**src/rtl/fdas_calbus_pkg.sv**
```systemverilog
// Shared types and constants for the FDAS calibration bus router.
// Broadcast support is enabled by defining FDAS_CALBUS_BCAST_EN.
package fdas_calbus_pkg;

    typedef enum logic [1:0] {
        ST_IDLE    = 2'd0,
        ST_WR      = 2'd1,
        ST_RD_WAIT = 2'd2,
        ST_RESP    = 2'd3
    } state_t;

    localparam logic [1:0]  RESP_OKAY   = 2'b00;
    localparam logic [1:0]  RESP_SLVERR = 2'b10;
    localparam logic [31:0] ERR_DATA    = 32'hDEADBEEF;

    function automatic logic [7:0] sat_inc8(input logic [7:0] v);
        return (v == 8'hFF) ? v : v + 8'd1;
    endfunction

endpackage

```
**src/rtl/fdas_calbus_lat_cnt.sv**
```systemverilog
// Read-latency counter: load LAT on a read strobe, count down, and flag done
// in the cycle the read data is due on the calibration bus.
module fdas_calbus_lat_cnt #(
    parameter int LAT = 2
) (
    input  logic clk,
    input  logic rst_n,
    input  logic load,
    output logic done
);

    logic [3:0] cnt;
    logic       busy;

    always_ff @(posedge clk or negedge rst_n) begin
        if (!rst_n) begin
            cnt  <= 4'd0;
            busy <= 1'b0;
        end else if (load) begin
            cnt  <= 4'(LAT);
            busy <= 1'b1;
        end else if (busy) begin
            if (cnt == 4'd0) begin
                busy <= 1'b0;
            end else begin
                cnt <= cnt - 4'd1;
            end
        end
    end

    assign done = busy && (cnt == 4'd0);

endmodule

```
**src/rtl/fdas_calbus_router.sv**
```systemverilog
// Routes host (Avalon-MM style) accesses to one of NUM_CH EMIF calibration buses.
// Define FDAS_CALBUS_BCAST_EN to let writes with the broadcast bit hit all channels.
module fdas_calbus_router
    import fdas_calbus_pkg::*;
#(
    parameter  int NUM_CH = 2,
    parameter  int ADDR_W = 20,
    parameter  int DATA_W = 32,
    parameter  int RD_LAT = 2,
    localparam int CH_W   = (NUM_CH <= 1) ? 1 : $clog2(NUM_CH),
    localparam int HA_W   = 1 + CH_W + ADDR_W
) (
    input  logic                     calbus_clk,
    input  logic                     calbus_rst_n,
    input  logic [HA_W-1:0]          av_address,
    input  logic                     av_read,
    input  logic                     av_write,
    input  logic [DATA_W-1:0]        av_writedata,
    output logic [DATA_W-1:0]        av_readdata,
    output logic                     av_readdatavalid,
    output logic                     av_waitrequest,
    output logic [1:0]               av_response,
    output logic [NUM_CH-1:0]        calbus_read,
    output logic [NUM_CH-1:0]        calbus_write,
    output logic [NUM_CH*ADDR_W-1:0] calbus_address,
    output logic [NUM_CH*DATA_W-1:0] calbus_wdata,
    input  logic [NUM_CH*DATA_W-1:0] calbus_rdata,
    output logic [7:0]               err_cnt,
    output logic [1:0]               fsm_state
);

    localparam logic [DATA_W-1:0] ERR_WORD = DATA_W'(ERR_DATA);

    state_t state, state_nxt;
    logic   rst_done;
    logic   lat_done;

    logic              bcast;
    logic [CH_W-1:0]   ch;
    logic [ADDR_W-1:0] addr;
    logic              ch_ok, wr_ok, rd_ok;
    logic              accept_wr, accept_rd;
    logic [NUM_CH-1:0] sel_mask, wr_mask, acc_mask;

    logic [NUM_CH-1:0] wr_stb_q, rd_stb_q;
    logic [ADDR_W-1:0] addr_q  [NUM_CH];
    logic [DATA_W-1:0] wdata_q [NUM_CH];
    logic [CH_W-1:0]   rd_ch_q;
    logic              rd_err_q;
    logic [DATA_W-1:0] rd_data_q, rdata_sel;
    logic [1:0]        resp_q;
    logic [7:0]        err_q;

    assign bcast = av_address[HA_W-1];
    assign ch    = av_address[ADDR_W +: CH_W];
    assign addr  = av_address[ADDR_W-1:0];

    // Requests are only taken once the post-reset settle cycle has passed.
    assign accept_wr = (state == ST_IDLE) && rst_done && av_write;
    assign accept_rd = (state == ST_IDLE) && rst_done && av_read && !av_write;

    always_comb begin
        sel_mask = '0;
        for (int c = 0; c < NUM_CH; c++) begin
            sel_mask[c] = (int'(ch) == c);
        end
        ch_ok = (int'(ch) < NUM_CH);
        rd_ok = !bcast && ch_ok;
`ifdef FDAS_CALBUS_BCAST_EN
        wr_ok   = bcast || ch_ok;
        wr_mask = bcast ? {NUM_CH{1'b1}} : sel_mask;
`else
        wr_ok   = !bcast && ch_ok;
        wr_mask = sel_mask;
`endif
        acc_mask = '0;
        if (accept_wr && wr_ok) begin
            acc_mask = wr_mask;
        end else if (accept_rd && rd_ok) begin
            acc_mask = sel_mask;
        end
    end

    always_comb begin
        state_nxt = state;
        case (state)
            ST_IDLE: begin
                if (accept_wr) begin
                    state_nxt = ST_WR;
                end else if (accept_rd) begin
                    state_nxt = ST_RD_WAIT;
                end
            end
            ST_WR:      state_nxt = ST_IDLE;
            ST_RD_WAIT: if (lat_done) state_nxt = ST_RESP;
            ST_RESP:    state_nxt = ST_IDLE;
            default:    state_nxt = ST_IDLE;
        endcase
    end

    always_ff @(posedge calbus_clk or negedge calbus_rst_n) begin
        if (!calbus_rst_n) begin
            state    <= ST_IDLE;
            rst_done <= 1'b0;
        end else begin
            state    <= state_nxt;
            rst_done <= 1'b1;
        end
    end

    fdas_calbus_lat_cnt #(
        .LAT (RD_LAT)
    ) u_lat_cnt (
        .clk   (calbus_clk),
        .rst_n (calbus_rst_n),
        .load  (accept_rd),
        .done  (lat_done)
    );

    always_comb begin
        rdata_sel = '0;
        for (int c = 0; c < NUM_CH; c++) begin
            if (int'(rd_ch_q) == c) begin
                rdata_sel = calbus_rdata[c*DATA_W +: DATA_W];
            end
        end
    end

    always_ff @(posedge calbus_clk or negedge calbus_rst_n) begin
        if (!calbus_rst_n) begin
            wr_stb_q  <= '0;
            rd_stb_q  <= '0;
            rd_ch_q   <= '0;
            rd_err_q  <= 1'b0;
            rd_data_q <= '0;
            resp_q    <= RESP_OKAY;
            err_q     <= 8'd0;
            for (int c = 0; c < NUM_CH; c++) begin
                addr_q[c]  <= '0;
                wdata_q[c] <= '0;
            end
        end else begin
            wr_stb_q <= (accept_wr && wr_ok) ? wr_mask : '0;
            rd_stb_q <= (accept_rd && rd_ok) ? sel_mask : '0;
            for (int c = 0; c < NUM_CH; c++) begin
                if (acc_mask[c]) begin
                    addr_q[c] <= addr;
                    if (accept_wr) begin
                        wdata_q[c] <= av_writedata;
                    end
                end
            end
            if (accept_rd) begin
                rd_ch_q  <= ch;
                rd_err_q <= !rd_ok;
            end
            // Capture in the cycle the calbus data is due, i.e. RD_LAT after the strobe.
            if ((state == ST_RD_WAIT) && lat_done) begin
                rd_data_q <= rd_err_q ? ERR_WORD : rdata_sel;
                resp_q    <= rd_err_q ? RESP_SLVERR : RESP_OKAY;
            end
            if ((accept_wr && !wr_ok) || (accept_rd && !rd_ok)) begin
                err_q <= sat_inc8(err_q);
            end
        end
    end

    always_comb begin
        calbus_address = '0;
        calbus_wdata   = '0;
        for (int c = 0; c < NUM_CH; c++) begin
            calbus_address[c*ADDR_W +: ADDR_W] = addr_q[c];
            calbus_wdata[c*DATA_W +: DATA_W]   = wdata_q[c];
        end
    end

    assign av_waitrequest   = !((state == ST_IDLE) && rst_done);
    assign av_readdatavalid = (state == ST_RESP);
    assign av_readdata      = (state == ST_RESP) ? rd_data_q : '0;
    assign av_response      = (state == ST_RESP) ? resp_q : RESP_OKAY;
    assign calbus_write     = wr_stb_q;
    assign calbus_read      = rd_stb_q;
    assign err_cnt          = err_q;
    assign fsm_state        = state;

endmodule

```
**config.mk**
```make
export PLATFORM = sky130hd
export DESIGN_NAME = fdas_calbus_router
export DESIGN_NICKNAME = d
export VERILOG_FILES = /design/src/rtl/fdas_calbus_pkg.sv /design/src/rtl/fdas_calbus_lat_cnt.sv /design/src/rtl/fdas_calbus_router.sv
export SDC_FILE = /design/constraint.sdc
export NUM_CORES = 1
export LEC_CHECK = 0
export BUFFER_PORTS_ARGS = -buffer_cell sky130_fd_sc_hd__buf_2
export CAP_MARGIN = 20
export CORE_AREA = 2 2 129 131
export CTS_CLUSTER_SIZE = 10
export DETAILED_ROUTE_END_ITERATION = 10
export DIE_AREA = 0 0 131 133
export PLACE_DENSITY = 0.76
export SYNTH_ARGS = -nofsm -noshare
export SYNTH_HDL_FRONTEND = slang
export SYNTH_SLANG_ARGS = --single-unit
```
**constraint.sdc**
```tcl
create_clock -name calbus_clk -period 2.05 [get_ports calbus_clk]
set_input_delay 0.1025 -clock calbus_clk [delete_from_list [all_inputs] [get_ports calbus_clk]]
set_output_delay 0.1025 -clock calbus_clk [all_outputs]
set_load 0.005 [all_outputs]
```
Word level (Yosys, flattened, before mapping)
Index checks and enable logic that the tools add are counted.
{"block": "word_totals", "register_bits": 160, "inputBits": 122, "out_inout_bits": 154}
{"block": "op_classes", "eq_ne": 7, "n_reduce_logical": 23, "n_bitwise": 2, "n_mux": 18, "add_sub_neg": 2}
{"op": "$mux W32", "count": 3}
{"op": "$mux W2", "count": 8}
{"op": "$mux W4", "count": 3}
{"op": "$logic_and A1 B1 Y1", "count": 10}
{"op": "$reduce_and A2 Y1", "count": 5}
{"op": "$add A8 B1 Y8 const B", "count": 1}
{"op": "$eq A8 B8 Y1 const B", "count": 1}
{"op": "$pmux W2 S3", "count": 1}
{"op": "$eq A2 B2 Y1 const B", "count": 2}
{"op": "$logic_not A4 Y1", "count": 1}
{"op": "$ne A2 B2 Y1 const B", "count": 2}
{"op": "$sub A4 B1 Y4 const B", "count": 1}
{"op": "$logic_not A1 Y1", "count": 3}
{"op": "$mux W1", "count": 3}
{"op": "$ne A3 B3 Y1 const B", "count": 1}
{"op": "$eq A2 B1 Y1 const B", "count": 1}
{"op": "$logic_not A2 Y1", "count": 1}
{"op": "$not A1 Y1", "count": 2}
{"op": "$reduce_bool A2 Y1", "count": 1}
{"op": "$reduce_or A2 Y1", "count": 1}
{"op": "$logic_or A1 B1 Y1", "count": 1}

Logic depth before layout (Yosys ltp)
{"block": "logic_depth", "depth_word": 8, "mapped_depth": 6, "ltp_nobuf": 5}

Hierarchy
From an unflattened synthesis, not the netlist that was laid out.
{"block": "unflattened", "cells_unflattened": 530, "hier_area_um2": 6797.8}
{"module": "fdas_calbus_router", "area_each_um2": 6507.5, "cells_each": 503, "n_inst": 1}
{"module": "fdas_calbus_lat_cnt", "area_each_um2": 290.3, "cells_each": 27, "n_inst": 1}

Worst setup path after synthesis
Ideal clock, no wire load.
{"block": "synth_path", "kind": "register -> register", "start": "reg u_lat_cnt.cnt[0]", "end": "reg rd_data_q[10]", "period_less_slack_ns": 1.982, "setup_ns": 0.125, "path_stages_with_launch": 7, "slack_ns": 0.068, "t_arrival_ns": 1.857, "path_cell_list": "dfrtp_1 > inv_1 > ha_1 > or3b_4 > nor4_4 > buf_6 > mux2_2"}
{"block": "synth_between", "elab_chain_len": 3}
{"element": "start: declaration", "line": "fdas_calbus_lat_cnt.sv:12", "text": "logic [3:0] cnt;"}
{"element": "start signal: assignment", "line": "fdas_calbus_lat_cnt.sv:20", "text": "cnt <= 4'(LAT);"}
{"element": "start signal: assignment", "line": "fdas_calbus_lat_cnt.sv:26", "text": "cnt <= cnt - 4'd1;"}
{"element": "$logic_not A4 Y1", "line": "fdas_calbus_lat_cnt.sv:31", "text": "assign done = busy && (cnt == 4'd0);"}
{"element": "$logic_and A1 B1 Y1", "line": "fdas_calbus_lat_cnt.sv:31"}
{"element": "$logic_and A1 B1 Y1", "line": "fdas_calbus_router.sv:158", "text": "if ((state == ST_RD_WAIT) && lat_done) begin"}
{"element": "end signal: assignment", "line": "fdas_calbus_router.sv:159", "text": "rd_data_q <= rd_err_q ? ERR_WORD : rdata_sel;"}
{"element": "end: declaration", "line": "fdas_calbus_router.sv:50", "text": "logic [DATA_W-1:0] rd_data_q, rdata_sel;"}
No other way between the ends.
A chain may end at the register's enable or synchronous reset.

Worst setup path after layout
{"block": "layout_path", "start": "reg u_lat_cnt.cnt[0]", "end": "reg rd_data_q[12]"}
Same word-level chain as after synthesis.

==> impl_metrics.env <==
export IMPL_status="completed"
export IMPL_fin_crit_ps=1990
export IMPL_power_density_mw_per_mm2=1320
export IMPL_clockRootBuffer="clkbuf_16"
export IMPL_holdWs_ps=23.5
export IMPL_cts_tree="done"
export IMPL_p_leak_nw=5.04
export IMPL_hold_class="in -> reg"
export IMPL_seq_area_frac_synth=0.573
export IMPL_worst_slew_pin_slew_ps=556
export IMPL_regArea_mm2=0.00398
export IMPL_synthArstFlopShare=1.00
export IMPL_multi_input_area_mm2=0.00274
export IMPL_drc=0
export IMPL_synthTopCellsByCount="159 x dfrtp_1, 143 x mux2_2, 33 x and3_1"
export IMPL_fin_ws_ps=61.5
export IMPL_slew_violations=0
export IMPL_synth_cell_type_count=44
export IMPL_cp_max_fo=8
export IMPL_critical_path_top_delay_family="simple AND/OR/NAND/NOR gates"
export IMPL_reg2reg_slack_ps=60
export IMPL_maxCapViolations=0
export IMPL_ios=276
export IMPL_critical_path_max_stage_delay_ps=400
export IMPL_grt_pass1_wl_um=27000
export IMPL_final_nets=966
export IMPL_cts_buffer_depth=2
export IMPL_dp_hpwl_um=11500
export IMPL_yosysMostFrequentCell="dfrtp_1"
export IMPL_stdcell_count=1076
export IMPL_drt_iter0_markers=173
export IMPL_synthCells=505
export IMPL_routed_wl_um=17200
export IMPL_die_y_um=133
export IMPL_synth_edf_count=0
export IMPL_syn_area_mm2=0.00694
export IMPL_gr_total_overflow=0
export IMPL_cts_htree_levels=4
export IMPL_postRouteAntennaNets=0
export IMPL_gp_congestion=0.802
export IMPL_synth_seq_cells=159
export IMPL_clk_insertion_delay_late_ps=420
export IMPL_period_share=0.970
export IMPL_fmax_ghz=0.503
export IMPL_required_ps=2350
export IMPL_clkTransAtPathRegs_ps=70
export IMPL_yosysTopAreaCell="dfrtp_1"
export IMPL_dr_pass1_iters=4
export IMPL_grt_pass1_vias=5451
export IMPL_dpl_cell_area_mm2=0.00859
export IMPL_crit_cells=7
export IMPL_vias_per_cell=4.89
export IMPL_setup_violations=0
export IMPL_crit_type="reg -> reg"
export IMPL_cts_buffers=17
export IMPL_vias=5263
export IMPL_die_w_um=131
export IMPL_worstPathArrival_ps=2290
export IMPL_min_from="calbus_rdata[45]"
export IMPL_areaGrowthSynthToFinish_pct=41.6
export IMPL_r2r_cells=7
export IMPL_end_kind="flip-flop"
export IMPL_fin_area_mm2=0.00983
export IMPL_whs_path_depth=3
export IMPL_grt_use_total=0.198
export IMPL_ys_top_cells_by_area="dfrtp_1 57%, mux2_2 23%, a211o_1 3.0%"
export IMPL_syn_nets=629
export IMPL_fin_skew_ps=8.69
export IMPL_final_hold_violation_count=0
export IMPL_final_setup_tns_ps=0
export IMPL_avgSynthCellArea_um2=13.7
export IMPL_grt_max_degree=58
export IMPL_fillers=1281
export IMPL_antenna_found_initial=1
export IMPL_worstReg2RegStart="u_lat_cnt.cnt[0]"
export IMPL_vdd_ir_drop_worst_uv=816
export IMPL_cts_sinks=159
export IMPL_cp_start_kind="flip-flop"
export IMPL_row_count=47
export IMPL_portBuffers=274
export IMPL_fin_util=0.608
export IMPL_startpoint="u_lat_cnt.cnt[0]"
export IMPL_ys_warn_count=0
export IMPL_layout_drive_gt1_share=0.566
export IMPL_core_region_area_mm2=0.0162
export IMPL_cp_num_buf_inv=3
export IMPL_finalPower_mw=12.9
export IMPL_dp_cells=981
export IMPL_die_area_mm2=0.0174
export IMPL_critical_path_cell_chain="inv_2 > ha_2 > or3b_4 > nor4_4 > buf_4 > clkbuf_16 > mux2_2"
export IMPL_yosys_area_top_type_share=0.573
export IMPL_pre_cts_slack_ps=13.0
export IMPL_relSlewSlack=0.630
export IMPL_cp_slowest_cell="or3b_4"
export IMPL_synth_flop_cell="dfrtp_1"
export IMPL_post_drt_wl_per_cell_um=16.0
export IMPL_start_util=0.429
[state kept, by name, summed over array words and instances (netlist names), 2 cells and up]
signal and count:
calbus_address 40, calbus_read 2, calbus_wdata 64, calbus_write 2, err_cnt 8, fsm_state 2
rd_data_q 32, u_lat_cnt.cnt 4
[report_power, final]
part           leakage, nW  total, mW  switching, mW  internal [mW]
Combinational         2.80       4.42           1.91           2.51
Sequential            1.95       5.37          0.779           4.59
Clock                0.285       3.14           1.34           1.80
[layout make-up]
| class | instances | area share |
|---|---|---|
| clock inverters | 12 | 0.0125 |
| clock buffers | 20 | 0.0475 |
| inverters | 10 | 0.00382 |
| diodes | 1 | 0.000255 |
| well taps | 220 | 0.0280 |
| multi-input cells | 302 | 0.279 |
| flip-flops and latches | 159 | 0.405 |
| repair buffers | 352 | 0.224 |
[tightest hold or removal path, delay by kind of cell]
kind,cells,cell delay (ps)
AO/OA/AOI/OAI,1,100
buffers and inverters,1,70
multiplexers,1,130
[worst paths after layout]
check / to
worst max-delay path: rd_data_q[12]
worst min-delay path: rd_data_q[13]
worst max register to register: rd_data_q[12]
worst min register to register: rd_data_q[29]
max in group asynchronous: rd_ch_q
min in group asynchronous: calbus_wdata[37]
[logic make-up after synthesis]
group	after synthesis	synth area share
buffers and inverters	44	0.0324
other	2	0.00108
AO/OA/AOI/OAI	40	0.0462
flip-flops	159	0.573
multiplexers	153	0.247
adder cells (fa/ha/maj)	2	0.00360
XOR/XNOR	2	0.00252
AND/OR/NAND/NOR	103	0.0943
[cells in the final DEF, fill, tap and decap left out, drive strengths merged, types with 13 or more instances in the layout]
cell	count
nor2	13
inv	16
a211o	24
dfrtp	159
dlygate4sd3	55
nor2b	24
buf	295
mux2	144
and3	33
clkbuf	22
[per-layer routing]
layer  vias to the layer above  GRT usage  routed length (µm)  share of wire
met4                         0     0.0632                 252          0.015
met2                       150      0.338                8790           0.51
met5                         -          0                   0              0
met1                      2607      0.234                7080           0.41
li1                       2484          -                   -              -
met3                        22     0.0655                1080          0.063
[repair_timing]
item	in CTS	in global routing
gates cloned	0	3
hold buffers	55	0
endpoints found under the hold margin	157	0
buffers inserted	0	4
resized for setup	1	2
endpoints found under the setup margin	1	33
(Power assumes the default switching activity.)
